File: src/rtl/nav_alu_pipe.sv
// nav_alu_pipe: two-stage pipelined navigation ALU.
//   S1 captures opcode, operands, obstacle-row inputs and the velocity-guard
//   status; S2 computes the result, flags and the illegal indication.
//   Both stages advance together and freeze while the output is stalled.
//
// Ports:
//   clk, rst            clock (rising edge), asynchronous active-high reset
//   in_valid/in_ready   upstream handshake; in_ready = !(out_valid && !out_ready)
//   opcode, a, b        operation and WIDTH-bit operands
//   car_x, img_row      car column and obstacle bitmap (1 = blocked)
//   velocity_en         velocity permit, sampled every cycle
//   out_valid/out_ready downstream handshake
//   result              WIDTH-bit result
//   zero/negative/carry/overflow_flag  flags of result
//   illegal             undefined opcode or car_x out of range
module nav_alu_pipe #(
  parameter int WIDTH  = 16,
  parameter int ROW_W  = 16,
  parameter int MARGIN = 1,
  parameter int HOLD   = 4,
  localparam int XW    = $clog2(ROW_W)
) (
  input  logic              clk,
  input  logic              rst,
  input  logic              in_valid,
  output logic              in_ready,
  input  logic [4:0]        opcode,
  input  logic [WIDTH-1:0]  a,
  input  logic [WIDTH-1:0]  b,
  input  logic [XW-1:0]     car_x,
  input  logic [ROW_W-1:0]  img_row,
  input  logic              velocity_en,
  output logic              out_valid,
  input  logic              out_ready,
  output logic [WIDTH-1:0]  result,
  output logic              zero_flag,
  output logic              negative_flag,
  output logic              carry_flag,
  output logic              overflow_flag,
  output logic              illegal
);

  localparam int SHW = $clog2(WIDTH);
  localparam int CW  = $clog2(HOLD + 1);

  localparam logic [4:0] OP_MOV      = 5'b00000;
  localparam logic [4:0] OP_LD       = 5'b00001;
  localparam logic [4:0] OP_ST       = 5'b00010;
  localparam logic [4:0] OP_ADD      = 5'b00011;
  localparam logic [4:0] OP_SUB      = 5'b00100;
  localparam logic [4:0] OP_AND      = 5'b00101;
  localparam logic [4:0] OP_OR       = 5'b00110;
  localparam logic [4:0] OP_NOT      = 5'b00111;
  localparam logic [4:0] OP_JMP      = 5'b01000;
  localparam logic [4:0] OP_NOP      = 5'b01001;
  localparam logic [4:0] OP_OB_CHECK = 5'b01010;
  localparam logic [4:0] OP_LEFT     = 5'b01011;
  localparam logic [4:0] OP_RIGHT    = 5'b01100;
  localparam logic [4:0] OP_STOP     = 5'b01101;
  localparam logic [4:0] OP_CONT     = 5'b01110;
  localparam logic [4:0] OP_VGUARD   = 5'b01111;
  localparam logic [4:0] OP_SHL      = 5'b10000;
  localparam logic [4:0] OP_SHR      = 5'b10001;
  localparam logic [4:0] OP_CMP      = 5'b10010;

  localparam logic [1:0] ACT_STOP  = 2'd0;
  localparam logic [1:0] ACT_LEFT  = 2'd1;
  localparam logic [1:0] ACT_RIGHT = 2'd2;
  localparam logic [1:0] ACT_CONT  = 2'd3;

  // Returns {illegal, action}. Iterating over every column with constant
  // indices keeps the window clamp and the neighbour tests free of
  // out-of-range selects: a neighbour outside the row simply never matches.
  function automatic logic [2:0] ob_check(input logic [ROW_W-1:0] row,
                                          input logic [XW-1:0]    cx_in);
    int   cx;
    logic hazard;
    logic left_free;
    logic right_free;
    cx         = int'(cx_in);
    hazard     = 1'b0;
    left_free  = 1'b0;
    right_free = 1'b0;
    for (int i = 0; i < ROW_W; i++) begin
      if (row[i] && (i >= cx - MARGIN) && (i <= cx + MARGIN)) hazard = 1'b1;
      if (i == cx - 1) left_free  = !row[i];
      if (i == cx + 1) right_free = !row[i];
    end
    if (cx >= ROW_W)  return {1'b1, ACT_STOP};
    if (!hazard)      return {1'b0, ACT_CONT};
    if (left_free)    return {1'b0, ACT_LEFT};
    if (right_free)   return {1'b0, ACT_RIGHT};
    return {1'b0, ACT_STOP};
  endfunction

  function automatic logic [WIDTH-1:0] act_ext(input logic [1:0] act);
    return {{(WIDTH-2){1'b0}}, act};
  endfunction

  logic stall;

  logic [CW-1:0]    hold_cnt_q, hold_cnt_d;

  logic             vld_p1_q, vld_p1_d;
  logic [4:0]       op_p1_q, op_p1_d;
  logic [WIDTH-1:0] a_p1_q, a_p1_d;
  logic [WIDTH-1:0] b_p1_q, b_p1_d;
  logic [XW-1:0]    carx_p1_q, carx_p1_d;
  logic [ROW_W-1:0] row_p1_q, row_p1_d;
  logic             guard_ok_p1_q, guard_ok_p1_d;

  logic             vld_p2_q, vld_p2_d;
  logic [WIDTH-1:0] res_p2_q, res_p2_d;
  logic             zf_p2_q, zf_p2_d;
  logic             nf_p2_q, nf_p2_d;
  logic             cf_p2_q, cf_p2_d;
  logic             vf_p2_q, vf_p2_d;
  logic             ill_p2_q, ill_p2_d;

  logic [WIDTH-1:0] res_c;
  logic             cf_c, vf_c, ill_c, flags_on_c;
  logic [WIDTH:0]   sum_c, dif_c;
  logic [2:0]       ob_c;

  assign stall    = vld_p2_q && !out_ready;
  assign in_ready = !stall;

  // Guard counter runs every cycle regardless of the pipeline state.
  always_comb begin
    hold_cnt_d = hold_cnt_q;
    if (!velocity_en)                  hold_cnt_d = '0;
    else if (hold_cnt_q != CW'(HOLD))  hold_cnt_d = hold_cnt_q + 1'b1;
  end

  always_ff @(posedge clk or posedge rst) begin
    if (rst) hold_cnt_q <= '0;
    else     hold_cnt_q <= hold_cnt_d;
  end

  // ---- S1: capture the accepted operation ----
  always_comb begin
    vld_p1_d      = stall ? vld_p1_q : in_valid;
    op_p1_d       = op_p1_q;
    a_p1_d        = a_p1_q;
    b_p1_d        = b_p1_q;
    carx_p1_d     = carx_p1_q;
    row_p1_d      = row_p1_q;
    guard_ok_p1_d = guard_ok_p1_q;
    if (!stall && in_valid) begin
      op_p1_d       = opcode;
      a_p1_d        = a;
      b_p1_d        = b;
      carx_p1_d     = car_x;
      row_p1_d      = img_row;
      guard_ok_p1_d = (hold_cnt_q == CW'(HOLD));
    end
  end

  always_ff @(posedge clk or posedge rst) begin
    if (rst) vld_p1_q <= 1'b0;
    else     vld_p1_q <= vld_p1_d;
  end

  always_ff @(posedge clk) begin
    op_p1_q       <= op_p1_d;
    a_p1_q        <= a_p1_d;
    b_p1_q        <= b_p1_d;
    carx_p1_q     <= carx_p1_d;
    row_p1_q      <= row_p1_d;
    guard_ok_p1_q <= guard_ok_p1_d;
  end

  // ---- S2: execute and register result, flags, illegal ----
  always_comb begin
    sum_c      = {1'b0, a_p1_q} + {1'b0, b_p1_q};
    dif_c      = {1'b0, a_p1_q} - {1'b0, b_p1_q};
    ob_c       = ob_check(row_p1_q, carx_p1_q);
    res_c      = '0;
    cf_c       = 1'b0;
    vf_c       = 1'b0;
    ill_c      = 1'b0;
    flags_on_c = 1'b1;
    case (op_p1_q)
      OP_MOV, OP_LD, OP_ST: res_c = b_p1_q;
      OP_ADD: begin
        res_c = sum_c[WIDTH-1:0];
        cf_c  = sum_c[WIDTH];
        vf_c  = (a_p1_q[WIDTH-1] == b_p1_q[WIDTH-1]) &&
                (sum_c[WIDTH-1] != a_p1_q[WIDTH-1]);
      end
      OP_SUB, OP_CMP: begin
        res_c = dif_c[WIDTH-1:0];
        cf_c  = dif_c[WIDTH];  // borrow out == (a < b) unsigned
        vf_c  = (a_p1_q[WIDTH-1] != b_p1_q[WIDTH-1]) &&
                (dif_c[WIDTH-1] != a_p1_q[WIDTH-1]);
      end
      OP_AND:      res_c = a_p1_q & b_p1_q;
      OP_OR:       res_c = a_p1_q | b_p1_q;
      OP_NOT:      res_c = ~a_p1_q;
      OP_JMP:      res_c = a_p1_q;
      OP_NOP:      res_c = '0;
      OP_SHL:      res_c = a_p1_q << b_p1_q[SHW-1:0];
      OP_SHR:      res_c = a_p1_q >> b_p1_q[SHW-1:0];
      OP_LEFT:     res_c = act_ext(ACT_LEFT);
      OP_RIGHT:    res_c = act_ext(ACT_RIGHT);
      OP_STOP:     res_c = act_ext(ACT_STOP);
      OP_CONT:     res_c = act_ext(ACT_CONT);
      OP_OB_CHECK: begin
        res_c = act_ext(ob_c[1:0]);
        ill_c = ob_c[2];
      end
      OP_VGUARD:   res_c = act_ext(guard_ok_p1_q ? ACT_CONT : ACT_STOP);
      default: begin
        // Undefined ops still flow through, but with every flag forced low.
        ill_c      = 1'b1;
        flags_on_c = 1'b0;
      end
    endcase

    vld_p2_d = stall ? vld_p2_q : vld_p1_q;
    res_p2_d = res_p2_q;
    zf_p2_d  = zf_p2_q;
    nf_p2_d  = nf_p2_q;
    cf_p2_d  = cf_p2_q;
    vf_p2_d  = vf_p2_q;
    ill_p2_d = ill_p2_q;
    if (!stall && vld_p1_q) begin
      res_p2_d = res_c;
      zf_p2_d  = flags_on_c && (res_c == '0);
      nf_p2_d  = flags_on_c && res_c[WIDTH-1];
      cf_p2_d  = cf_c;
      vf_p2_d  = vf_c;
      ill_p2_d = ill_c;
    end
  end

  always_ff @(posedge clk or posedge rst) begin
    if (rst) begin
      vld_p2_q <= 1'b0;
      res_p2_q <= '0;
      zf_p2_q  <= 1'b0;
      nf_p2_q  <= 1'b0;
      cf_p2_q  <= 1'b0;
      vf_p2_q  <= 1'b0;
      ill_p2_q <= 1'b0;
    end else begin
      vld_p2_q <= vld_p2_d;
      res_p2_q <= res_p2_d;
      zf_p2_q  <= zf_p2_d;
      nf_p2_q  <= nf_p2_d;
      cf_p2_q  <= cf_p2_d;
      vf_p2_q  <= vf_p2_d;
      ill_p2_q <= ill_p2_d;
    end
  end

  assign out_valid     = vld_p2_q;
  assign result        = res_p2_q;
  assign zero_flag     = zf_p2_q;
  assign negative_flag = nf_p2_q;
  assign carry_flag    = cf_p2_q;
  assign overflow_flag = vf_p2_q;
  assign illegal       = ill_p2_q;

endmodule

File: config.mk
export PLATFORM = sky130hd
export DESIGN_NAME = nav_alu_pipe
export DESIGN_NICKNAME = d
export VERILOG_FILES = /design/src/rtl/nav_alu_pipe.sv
export SDC_FILE = /design/constraint.sdc
export NUM_CORES = 1
export LEC_CHECK = 0
export CAP_MARGIN = 5
export CORE_ASPECT_RATIO = 1.5
export CORE_MARGIN = 8
export CORE_UTILIZATION = 60
export DETAILED_ROUTE_END_ITERATION = 8
export HOLD_SLACK_MARGIN = 0.02
export PLACE_DENSITY = 0.84
export RECOVER_POWER = 25
export SYNTH_ARGS = -nofsm -noshare
export SYNTH_HDL_FRONTEND = slang
export SYNTH_SLANG_ARGS = --single-unit
File: constraint.sdc
create_clock -name clk -period 9.1 [get_ports clk]
set_input_delay 1.82 -clock clk [delete_from_list [all_inputs] [get_ports clk]]
set_output_delay 1.82 -clock clk [all_outputs]
set_load 0.005 [all_outputs]
# [Word level (Yosys, flattened, before mapping)]
# Cells that the tools add are included.
[word_totals] output_inout_bits=23 elab_cells=244 inputBits=62 reg_bits=84
[classes] n_bitwise=3 shifts=2 reduce_logical=65 mux=67 n_addsub=5 eq_ne=55 n_lt_le_gt_ge=32
[op_table] cell="<= comparator 5 x 32 -> 1 bit (first input constant)" n=8
[op_table] cell="== test 5 x 32 -> 1 bit (first input constant)" n=7
[op_table] cell="case mux 16 bit (14 select lines)" n=1
[op_table] cell="== test 4 x 32 -> 1 bit (first input constant)" n=4
[op_table] cell="<= comparator 4 x 32 -> 1 bit (first input constant)" n=4
[op_table] cell="== test 3 x 32 -> 1 bit (first input constant)" n=2
[op_table] cell="<= comparator 3 x 32 -> 1 bit (first input constant)" n=2
[op_table] cell="logical NOT 32 bit" n=2
[op_table] cell="two-way mux 1 bit" n=54
[op_table] cell="== test 5 x 4 -> 1 bit (second input constant)" n=8
[op_table] cell="== test 5 bit (first input constant)" n=8
[op_table] cell=">= comparator 5 bit (first input constant)" n=8
[op_table] cell="logical AND 1 bit" n=39
[op_table] cell="== test 2 x 32 -> 1 bit (first input constant)" n=1
[op_table] cell="<= comparator 1 x 32 -> 1 bit (first input constant)" n=1
[op_table] cell="<= comparator 2 x 32 -> 1 bit (first input constant)" n=1
[op_table] cell="== test 4 x 5 -> 1 bit (first input constant)" n=5
[op_table] cell="two-way mux 3 bit" n=8
[op_table] cell="== test 5 x 3 -> 1 bit (second input constant)" n=4
[op_table] cell=">= comparator 4 x 5 -> 1 bit (first input constant)" n=4
[op_table] cell="OR reduction 19 bit" n=1
[op_table] cell="logical NOT 1 bit" n=18
[op_table] cell="OR reduction 18 bit" n=1
[op_table] cell="adder 16 x 16 -> 17 bit" n=1
[op_table] cell="other kinds (28)" n=37

# [Longest topological paths before layout]
[logic_depth] depth_word=29 depth_mapped=18 depth_no_buf=14

# [Worst setup path before layout]
# Ideal clock, no wire load.
[synth_path] path_type="in2reg" from="input out_ready" to="register a_p1_q[0], enable pin" setup_ps=422 required_ps=8678 stages=2 setup_slack_ps=5231 arrival_ps=3447 n_path_buf=0 cell_sequence="nand2b_1 and2_1"
[synth_via] elab_chain_len=4
[synth_rtl] item="start: declaration" line="34" rtl="input logic out_ready,"
[synth_rtl] item="logical NOT 1 bit" line="125" rtl="assign stall = vld_p2_q && !out_ready;"
[synth_rtl] item="logical AND 1 bit" line="125"
[synth_rtl] item="logical NOT 1 bit" line="149" rtl="if (!stall && in_valid) begin"
[synth_rtl] item="logical AND 1 bit" line="149"
[synth_rtl] item="end signal: assignment" line="166" rtl="a_p1_q <= a_p1_d;"
[synth_rtl] item="end: declaration" line="106" rtl="logic [WIDTH-1:0] a_p1_q, a_p1_d;"
# Every way passes these cells.
# A chain may end at the register's enable or synchronous reset.

# [Worst setup path in the final report]
[layout_path] from="input out_ready" to="output in_ready"
[layout_via] elab_chain_len=3
[layout_rtl] item="logical NOT 1 bit" line="125"
[layout_rtl] item="logical AND 1 bit" line="125"
[layout_rtl] item="logical NOT 1 bit" line="126" rtl="assign in_ready = !stall;"
[layout_rtl] item="end: declaration" line="26" rtl="output logic in_ready,"
# Every way passes these cells.

==> out/results.txt <==
Status = complete, no violations
Vias = 8,614
DR WL met2 = 16,200 um
DP HPWL = 23,700 um
Core region area = 13,900 um^2
Vias per inst = 7.17
Die X-Extent = 113 um
Final WL = 31,700 um
Synthesized Nets = 1,107
FF+latch count, synth = 84
Syn. warnings = 0
Worst VDD drop = 130 uV
Top Layer Used = met4
WL met3 = 2610 um
Worst Setup Start Kind = input pin
Post-route setup TNS = 0 ns
Commonest non-fill, non-tap cell in the layout = nand2_1
Die H = 162 um
Critical Setup Path Class = in2out
Worst Skew = 0.00760 ns
GR Overflow Total = 0
First-pass GRT wire length = 48,900 um
Routability Congestion = 1.02
Compound-Gate Fraction of Synth Area = 26.1%
CTS H-tree depth = 3
Post-synth top flop = edfxtp_1
Slew Limit Fails = 0
Residual DRC = 0
Pwr/cell area = 142 nW/um^2
Final setup vio count = 0
Max_cap viols = 0
CTS hold repair buffers = 0
Most frequent cells in the layout = 96 x nand2_1, 78 x nor2_1, 69 x inv_1
Buffers on Ports = 84
Insertion delay to the later sink of the worst-skew pair = 0.36 ns
Antenna Violating Nets Remaining = 0
CTS tree = done
DRT Pass-1 Iters = 6
Number of flops mapped to enable cells by yosys = 58
Total CTS buffers = 9
Max Buffers Root-to-Sink = 2
Initial Util = 61.1%
Diodes inserted = 0
Clk slew on worst S/H paths = 0.07 ns
RSZ-0062 raised after global routing = no
Fraction of layout cells with a size suffix above 1 = 7.43%
Post-route minimum period = 4.99 ns
Post-synthesis xor/xnor area fraction = 1.03%
# resized after CTS = 0
Tot Pwr = 0.00139 W
Simple-Gate Fraction of Synth Area = 19.9%
Die ar. = 18,300 um^2
Req. time, crit path = 7.28 ns
Mapped cell area = 8510 um^2
WL met1 = 10,500 um
Slew HR = 27.0%
Area delta synth->final = 14.3%
Largest family of logic cells by synthesized area = compound AO/OA/AOI/OAI gates
Drt wl/cell = 26.4 um
Core Rows = 53
Post-Syn Area per Cell = 8.65 um^2
Vias in the first global route = 8,481
CP Capture Type = output port
Fmax = 0.200 GHz
Post-synth cell types = 90
Net count, final = 1,154
Gate Count Post-Synth = 984
Hold violation total from the final report = 0
Async SR Flop Fraction = 31.0%
Worst min path class = reg2reg
Initial antenna violation count = 0
Number of I/O pins = 85
DR iter-0 viols = 1,177
Register area share after synthesis = 28.1%
Critical path data arrival time = 3.17 ns
Pleak = 3.88 nW
Crit-path max FO = 7
Slew @ Worst Pin = 1.09 ns
# Post-CTS Setup Buffers = 0
Clk sinks = 84
Gr usage total = 34.9%
Post-synthesis adder-cell area fraction = 9.26%
CTS Root Buffer Type = clkbuf_16
Mux cell area share after synthesis = 9.11%
Fin crit share = 54.8%
Largest net degree at the start of global routing = 42
worst max-delay path: stages:
cell             delay [ns]
clkdlybuf4s50_1        0.48
nand2b_1               0.28
clkdlybuf4s50_1        0.58
kinds of logic (layout without fill, tap and decap cells):
| family | Yosys count | after routing |
|---|---|---|
| buf+inv | 137 | 189 |
| simple gates | 337 | 337 |
| mux | 48 | 48 |
| fa+ha+maj | 62 | 62 |
| flops | 84 | 84 |
| compound gates | 306 | 306 |
| xor+xnor | 10 | 10 |
flip-flops by register name (all words and copies together), names as in the netlist, 3 cells and up:
register    count
a_p1_q         16
result         16
carx_p1_q       4
hold_cnt_q      3
b_p1_q         16
op_p1_q         5
row_p1_q       16
final timing paths:
path                                   startpoint                         to  slack [ns]  cells past startpoint
setup reg to reg             op_p1_q[4]$_DFFE_PP_      zero_flag$_DFFE_PP0P_        4.90                     10
min in group asynchronous                     rst     result[11]$_DFFE_PP0P_        1.99                      2
setup / recovery                        out_ready                   in_ready        4.11                      3
hold / removal             result[12]$_DFFE_PP0P_     result[12]$_DFFE_PP0P_        0.48                      2
max in group asynchronous                     rst  hold_cnt_q[0]$_DFFE_PP0P_        6.50                      2
hold reg to reg            result[12]$_DFFE_PP0P_     result[12]$_DFFE_PP0P_        0.48                      2
cells in the mapped netlist, drive strengths merged, types with 6 or more instances:
cell	n	area, um^2
nor2b	10	62.6
a32oi	7	61.3
o221ai	16	140
edfxtp	58	1740
mux4	22	503
a311oi	9	78.8
dfrtp	26	651
ha	59	738
o22ai	7	50.1
a21o	11	82.6
or2	9	56.3
nor3	26	130
nor2	78	293
a221oi	12	105
a211oi	14	105
inv	70	263
mux2i	19	190
and2	13	81.3
o21ai	66	334
a31oi	17	106
o21a	10	75.1
a22oi	11	82.6
nor4	6	37.5
nand3	26	130
clkbuf	45	169
or3	7	43.8
buf	21	120
o211ai	13	97.6
nand2	96	360
and3	10	62.6
o21bai	7	52.6
a21oi	34	170
mux2	7	82.6
a2111oi	11	123
nand2b	16	100
report_power, final:
group          total, W  internal (W)  switching (W)
sequential     0.000511      0.000459      0.0000522
clock          0.000394      0.000218       0.000175
combinational  0.000481      0.000207       0.000274
total           0.00139      0.000884       0.000501
layer usage:
layer | global-route usage, % | vias up
met4 | 26.7 | 0
met2 | 61.2 | 562
met3 | 6.73 | 184
li1 | - | 3844
met1 | 35.8 | 4024
met5 | 0 | -
layout make-up:
type	count	area, um^2
Fill cell	1124	4190
Timing Repair Buffer	102	976
Inverter	71	267
Clock buffer	9	225
Sequential cell	84	2390
Tap cell	165	206
Clock inverter	7	82.6
Multi-Input combinational cell	763	5580
through the flow:
| step | hold slack [ns] | utilization [%] | area, um^2 | cells | worst slack [ns] |
|---|---|---|---|---|---|
| detailed placement | 0.470 | 67.7 | 9420 | 1185 | 4.14 |
| global route | 0.512 | 69.9 | 9730 | 1201 | 4.07 |
| global placement | 0.459 | 67.7 | 9420 | 1185 | 4.12 |
| CTS | 0.485 | 69.9 | 9730 | 1201 | 4.12 |
| floorplan | 0.442 | - | 8510 | 984 | 5.23 |
| finish | 0.480 | 69.9 | 9730 | 1201 | 4.11 |
(Power assumes the default switching activity.)
